### config.mk
export PLATFORM = sky130hd
export DESIGN_NAME = muldiv_iter_flat
export DESIGN_NICKNAME = d
export VERILOG_FILES = /design/src/rtl/muldiv_iter_if.sv /design/src/rtl/muldiv_iter.sv /design/src/flat_wrapper.sv
export SDC_FILE = /design/constraint.sdc
export NUM_CORES = 1
export LEC_CHECK = 0
export CAP_MARGIN = 0
export CORE_ASPECT_RATIO = 2
export CORE_MARGIN = 1.5
export CORE_UTILIZATION = 50
export CTS_BUF_LIST = sky130_fd_sc_hd__clkbuf_8
export DETAILED_ROUTE_END_ITERATION = 8
export PLACE_DENSITY = 0.7
export SLEW_MARGIN = 20
export SYNTH_ARGS = -nofsm -noshare
export SYNTH_HDL_FRONTEND = slang
export SYNTH_SLANG_ARGS = --single-unit
### constraint.sdc
create_clock -name clk_i -period 7.2 [get_ports clk_i]
set_input_delay 0.72 -clock clk_i [delete_from_list [all_inputs] [get_ports clk_i]]
set_output_delay 0.72 -clock clk_i [all_outputs]
set_load 0.05 [all_outputs]
### src/rtl/muldiv_iter_if.sv
// Start/busy/done handshake and result bus for the iterative multiply/divide unit.
interface muldiv_iter_if #(
  parameter int unsigned WIDTH = 32
) ();
  logic             start;
  logic [1:0]       op;
  logic [WIDTH-1:0] a;
  logic [WIDTH-1:0] b;
  logic             flush;
  logic             busy;
  logic             done;
  logic [WIDTH-1:0] hi;
  logic [WIDTH-1:0] lo;
  logic             div_by_zero;

  modport master (
    output start, op, a, b, flush,
    input  busy, done, hi, lo, div_by_zero
  );

  modport slave (
    input  start, op, a, b, flush,
    output busy, done, hi, lo, div_by_zero
  );
endinterface

### src/rtl/muldiv_iter.sv
// Multi-cycle MULT/MULTU/DIV/DIVU unit: radix-2 shift-add multiplier and restoring divider
// on one accumulator. Define MULDIV_EARLY_OUT_EN to skip RUN for zero operands / zero divisor.
module muldiv_iter #(
  parameter int unsigned WIDTH = 32
) (
  input  logic        clk_i,
  input  logic        reset_i,
  muldiv_iter_if.slave bus_io
);

  localparam int unsigned CntW = $clog2(WIDTH);

  typedef enum logic [1:0] {StIdle, StRun, StFix} state_e;

  state_e           state_q, state_d;
  logic [CntW-1:0]  cnt_q, cnt_d;
  logic             is_div_q, is_div_d;
  logic             neg_res_q, neg_res_d;
  logic             neg_rem_q, neg_rem_d;
  logic [WIDTH-1:0] mag_a_q, mag_a_d;
  logic [WIDTH-1:0] mag_b_q, mag_b_d;
  logic [WIDTH-1:0] acc_hi_q, acc_hi_d;
  logic [WIDTH-1:0] acc_lo_q, acc_lo_d;
  logic [WIDTH-1:0] hi_q, hi_d;
  logic [WIDTH-1:0] lo_q, lo_d;
  logic             dbz_q, dbz_d;
  logic             done_q, done_d;

  logic             sign_a, sign_b, early;
  logic [WIDTH-1:0] a_abs, b_abs;
  logic [WIDTH:0]   mul_sum;
  logic [WIDTH:0]   rem_sh;
  logic [WIDTH+1:0] div_diff;
  logic [2*WIDTH-1:0] prod_fix;

  always_comb begin
    sign_a   = bus_io.op[0] & bus_io.a[WIDTH-1];
    sign_b   = bus_io.op[0] & bus_io.b[WIDTH-1];
    a_abs    = sign_a ? -bus_io.a : bus_io.a;
    b_abs    = sign_b ? -bus_io.b : bus_io.b;
`ifdef MULDIV_EARLY_OUT_EN
    early    = bus_io.op[1] ? (bus_io.b == '0) : ((bus_io.a == '0) || (bus_io.b == '0));
`else
    early    = 1'b0;
`endif
    mul_sum  = {1'b0, acc_hi_q} + {1'b0, (acc_lo_q[0] ? mag_a_q : '0)};
    rem_sh   = {acc_hi_q, acc_lo_q[WIDTH-1]};
    // MSB of the (W+2)-bit difference is the borrow of the trial subtract.
    div_diff = {1'b0, rem_sh} - {2'b00, mag_b_q};
    prod_fix = neg_res_q ? -{acc_hi_q, acc_lo_q} : {acc_hi_q, acc_lo_q};
  end

  always_comb begin
    state_d   = state_q;
    cnt_d     = cnt_q;
    is_div_d  = is_div_q;
    neg_res_d = neg_res_q;
    neg_rem_d = neg_rem_q;
    mag_a_d   = mag_a_q;
    mag_b_d   = mag_b_q;
    acc_hi_d  = acc_hi_q;
    acc_lo_d  = acc_lo_q;
    hi_d      = hi_q;
    lo_d      = lo_q;
    dbz_d     = dbz_q;
    done_d    = 1'b0;

    case (state_q)
      StIdle: begin
        if (bus_io.start && !bus_io.flush) begin
          is_div_d  = bus_io.op[1];
          neg_res_d = sign_a ^ sign_b;
          neg_rem_d = sign_a;
          mag_a_d   = a_abs;
          mag_b_d   = b_abs;
          cnt_d     = '0;
          acc_hi_d  = '0;
          // Low half holds the multiplier or the dividend; zeroed on early-out.
          acc_lo_d  = early ? '0 : (bus_io.op[1] ? a_abs : b_abs);
          state_d   = early ? StFix : StRun;
        end
      end
      StRun: begin
        if (bus_io.flush) begin
          state_d = StIdle;
        end else begin
          if (is_div_q) begin
            acc_hi_d = div_diff[WIDTH+1] ? rem_sh[WIDTH-1:0] : div_diff[WIDTH-1:0];
            acc_lo_d = {acc_lo_q[WIDTH-2:0], ~div_diff[WIDTH+1]};
          end else begin
            {acc_hi_d, acc_lo_d} = {mul_sum, acc_lo_q[WIDTH-1:1]};
          end
          cnt_d = cnt_q + CntW'(1);
          if (cnt_q == CntW'(WIDTH - 1)) begin
            state_d = StFix;
          end
        end
      end
      StFix: begin
        state_d = StIdle;
        if (!bus_io.flush) begin
          done_d = 1'b1;
          if (!is_div_q) begin
            {hi_d, lo_d} = prod_fix;
            dbz_d        = 1'b0;
          end else if (mag_b_q == '0) begin
            lo_d  = '1;
            hi_d  = neg_rem_q ? -mag_a_q : mag_a_q;
            dbz_d = 1'b1;
          end else begin
            lo_d  = neg_res_q ? -acc_lo_q : acc_lo_q;
            hi_d  = neg_rem_q ? -acc_hi_q : acc_hi_q;
            dbz_d = 1'b0;
          end
        end
      end
      default: state_d = StIdle;
    endcase
  end

  always_ff @(posedge clk_i or posedge reset_i) begin
    if (reset_i) begin
      state_q   <= StIdle;
      cnt_q     <= '0;
      is_div_q  <= 1'b0;
      neg_res_q <= 1'b0;
      neg_rem_q <= 1'b0;
      mag_a_q   <= '0;
      mag_b_q   <= '0;
      acc_hi_q  <= '0;
      acc_lo_q  <= '0;
      hi_q      <= '0;
      lo_q      <= '0;
      dbz_q     <= 1'b0;
      done_q    <= 1'b0;
    end else begin
      state_q   <= state_d;
      cnt_q     <= cnt_d;
      is_div_q  <= is_div_d;
      neg_res_q <= neg_res_d;
      neg_rem_q <= neg_rem_d;
      mag_a_q   <= mag_a_d;
      mag_b_q   <= mag_b_d;
      acc_hi_q  <= acc_hi_d;
      acc_lo_q  <= acc_lo_d;
      hi_q      <= hi_d;
      lo_q      <= lo_d;
      dbz_q     <= dbz_d;
      done_q    <= done_d;
    end
  end

  assign bus_io.busy        = (state_q != StIdle);
  assign bus_io.done        = done_q;
  assign bus_io.hi          = hi_q;
  assign bus_io.lo          = lo_q;
  assign bus_io.div_by_zero = dbz_q;

endmodule
### src/flat_wrapper.sv
// flat-port wrapper written by rule: the top's interface ports become plain ports
module muldiv_iter_flat 
#(
  parameter int unsigned WIDTH = 32
)
  (clk_i, reset_i, bus_io_start, bus_io_op, bus_io_a, bus_io_b, bus_io_flush, bus_io_busy, bus_io_done, bus_io_hi, bus_io_lo, bus_io_div_by_zero);
  muldiv_iter_if #(.WIDTH(WIDTH)) bus_io_i ();
  input  logic clk_i;
  input  logic reset_i;
  input wire logic [$bits(bus_io_i.start)-1:0] bus_io_start;
  input wire logic [$bits(bus_io_i.op)-1:0] bus_io_op;
  input wire logic [$bits(bus_io_i.a)-1:0] bus_io_a;
  input wire logic [$bits(bus_io_i.b)-1:0] bus_io_b;
  input wire logic [$bits(bus_io_i.flush)-1:0] bus_io_flush;
  output wire logic [$bits(bus_io_i.busy)-1:0] bus_io_busy;
  output wire logic [$bits(bus_io_i.done)-1:0] bus_io_done;
  output wire logic [$bits(bus_io_i.hi)-1:0] bus_io_hi;
  output wire logic [$bits(bus_io_i.lo)-1:0] bus_io_lo;
  output wire logic [$bits(bus_io_i.div_by_zero)-1:0] bus_io_div_by_zero;
  assign bus_io_i.start = bus_io_start;
  assign bus_io_i.op = bus_io_op;
  assign bus_io_i.a = bus_io_a;
  assign bus_io_i.b = bus_io_b;
  assign bus_io_i.flush = bus_io_flush;
  assign bus_io_busy = bus_io_i.busy;
  assign bus_io_done = bus_io_i.done;
  assign bus_io_hi = bus_io_i.hi;
  assign bus_io_lo = bus_io_i.lo;
  assign bus_io_div_by_zero = bus_io_i.div_by_zero;
  muldiv_iter #(.WIDTH(WIDTH)) u_core (.clk_i(clk_i), .reset_i(reset_i), .bus_io(bus_io_i));
endmodule
==> out/results.ini <==
[setup_path]
rrSetupSlack_ps = 2980
critPathMaxFanout = 35
rr_startpoint = u_core.acc_lo_q[0]
critPathCaptureType = flip-flop
timing.setup.critical_path_class = reg2reg
cp-start-kind = flip-flop
slowest_stage = dfrtp_1
r2r_cells = 15
critPathMaxStageDelay_ps = 950
required_ps = 7710
arrival_ps = 4730
reg2reg_to = u_core.acc_hi_q[25]
crit_path_cell_trace = inv_1 > nor2_1 > ha_1 > inv_1 > fa_1 > nand2b_1 > a21oi_1 > nor2_1 > o21ai_0 > nand4_1 > a31oi_1 > nand3_1 > a31oi_1 > xor2_1 > a221o_1

[final_layout]
final_cell_mix = nand2_1 (243), o21ai_0 (234), dfrtp_1 (202), nor2_1 (156), a21oi_1 (151)
nFillCells = 3136
final_cells = 2602
regArea_um2 = 5110
nNetsFinal = 2287
multi_input_area_um2 = 10860
area_growth_pct = 13.69
drive_gt1_share_pct = 5.581
design_area_um2 = 19030
final_common_cell = nand2_1
utilization_pct = 57.77

[pwr]
p_total_mw = 6.694
ir_drop_v = 0.0001642
p_leak_nw = 7.931
powerDensity_nw_per_um2 = 351.8

[logic_synthesis]
ys.flop_type = dfrtp_1
yosysUniqueCellTypes = 71
synth_top_area_share_pct = 30.50
synth_edf_count = 0
yosys_warnings = 0
syn_area_um2 = 16730
yosysTopAreaCell = dfrtp_1
seq_area_frac_synth_pct = 30.50
async_reset_ff_share_pct = 100.0
synth.area.top_cells = dfrtp_1 (31%), o21ai_0 (7.0%), xnor2_1 (6.5%)
syn-num-nets = 2241
syn_inst = 2098
synth.avg_cell_area_um2 = 7.977
synth-seq-cells = 204

[clock_tree]
ctsLongestPathBuffers = 3
root_buffer = clkbuf_8
postCtsSetupRepairBufs = 0
cts_tree = yes
worstSkewPairLatency_ps = 630
ctsHtreeMaxLevel = 1
path_clk_slew_ps = 70
cts_buffers = 31
cts_sinks = 204
ctsHoldBuffers = 0
cts_resized = 0

[detailed_routing]
ant_nets = 0
viasPerCell = 6.281
drt_drc_violations_left = 0
first_pass_iters = 8
drtIter0Drc = 1057
vias = 16340
wire_per_inst_um = 23.63
wl_um = 61490

[job]
max_cap_violations = 0

[hold_path]
hold_path.class = reg2reg
hold_path_depth = 2
whs_endpoint = u_core.bus_io.hi[5]
worst_hold_startpoint = u_core.bus_io.hi[5]

[sta]
final.min_clock_period_ps = 4222
fin_hold_ws_ps = 474.9
slew_headroom_pct = 28.12
final-setup-viol-count = 0
max_freq_mhz = 236.9
worst_slack_ps = 2978
hold_violations = 0
rsz0062_at_grt = false
slew_violations = 0
worst_slew_pin_slew_ps = 1078
setup_tns_ps = 0
skew_ps = 25.43
period_share_pct = 58.64

[floorplanning]
coreArea_um2 = 32930
dieWidth_um = 132.4
initial_core_util_pct = 50.82
dieArea_um2 = 34640
core.rowCount = 94
die_y_um = 261.7
top_level_ports = 137

[global_route]
grt_antenna_before_repair = 1
grt_max_degree = 154
grt_pass1_vias = 15830
grt_overflow = 0
grt_usage_pct = 35.10
grt_pass1_wl_um = 92280

[status]
status = complete, no violations

[placed_design]
place.gp.congestion = 0.9992
dp_cells = 2543
port_buffers = 136
dp_hpwl_um = 47290
pre_cts_slack_ps = 3015
post_dp_cell_area_um2 = 18290

==> per-layer routing <==
metal	wire, µm	GRT usage (%)	up-vias
met5	0	0	-
met4	6965	34.19	0
met3	3040	3.684	246
met2	30690	62.22	687
met1	20790	35.66	7810
li1	-	-	7601
==> area by class of cell <==
class / count / area share (%)
repair buffers: 159 / 8.102
well taps: 432 / 2.841
inverters: 61 / 1.243
diodes: 2 / 0.02631
flip-flops and latches: 204 / 26.86
multi-input cells: 1687 / 57.08
clock inverters: 20 / 1.171
clock buffers: 37 / 2.677
==> where the power goes <==
| group | switching (mW) | internal, mW | total, mW |
|---|---|---|---|
| clock network | 0.512 | 0.649 | 1.16 |
| logic | 2.08 | 1.45 | 3.53 |
| registers | 0.645 | 1.36 | 2.00 |
==> worst max path at each step <==
stage / start / endpoint / slack, ps / cells past startpoint
4_1_cts: u_core.acc_lo_q[0] / u_core.acc_hi_q[25] / 2960 / 15
6_report: u_core.acc_lo_q[0] / u_core.acc_hi_q[25] / 2980 / 15
2_1_floorplan: reset_i / u_core.acc_hi_q[0] / 910 / 1
5_1_grt: u_core.acc_lo_q[0] / u_core.acc_hi_q[25] / 2520 / 15
3_5_place_dp: u_core.acc_lo_q[0] / u_core.acc_hi_q[25] / 3010 / 15
3_3_place_gp: u_core.acc_lo_q[0] / u_core.acc_hi_q[25] / 3090 / 15
==> Yosys cell counts (all sizes together) (12+ instances only) <==
master / number
and2: 42
ha: 71
inv: 61
a211oi: 20
xor2: 105
or4: 18
o31ai: 37
a21oi: 151
nand2b: 22
xnor2: 124
nor2: 159
mux2i: 56
nor4: 31
o211ai: 23
nor3: 26
nand2: 244
or3: 31
clkbuf: 128
and3: 15
nand3: 27
a22oi: 19
buf: 18
o21ai: 239
a31oi: 26
mux2: 13
o41ai: 25
a21o: 30
dfrtp: 204
nor2b: 12
==> flip-flops by register name, indices dropped and copies added (netlist names) <==
signal                     count
u_core.bus_io.hi              32
u_core.is_div_q                1
u_core.bus_io.done             1
u_core.acc_hi_q               32
u_core.cnt_q                   5
u_core.bus_io.lo              32
u_core.bus_io.div_by_zero      1
u_core.acc_lo_q               32
u_core.mag_a_q                32
u_core.mag_b_q                32
u_core.neg_rem_q               1
u_core.neg_res_q               1
u_core.state_q                 2
==> cells by family (layout without fill, tap and decap cells) <==
family | after synthesis | in the layout | synth area share, %
other cells | 0 | 2 | 0
buf+inv | 207 | 277 | 4.755
compound gates | 648 | 648 | 23.78
xor+xnor | 229 | 229 | 11.99
flops | 204 | 204 | 30.50
simple gates | 667 | 667 | 19.07
mux | 70 | 70 | 4.359
fa+ha+maj | 73 | 73 | 5.548
==> critical path: cells and delay by family (launching register included) <==
kind	cells	cell delay [ps]
and+or+nand+nor	5	730
buffers and inverters	2	290
xor gates and xnor gates	1	90
AOI/OAI and AO/OA	5	1440
adders and majority gates	2	590
DFF	1	950
(Power assumes the default switching activity.)
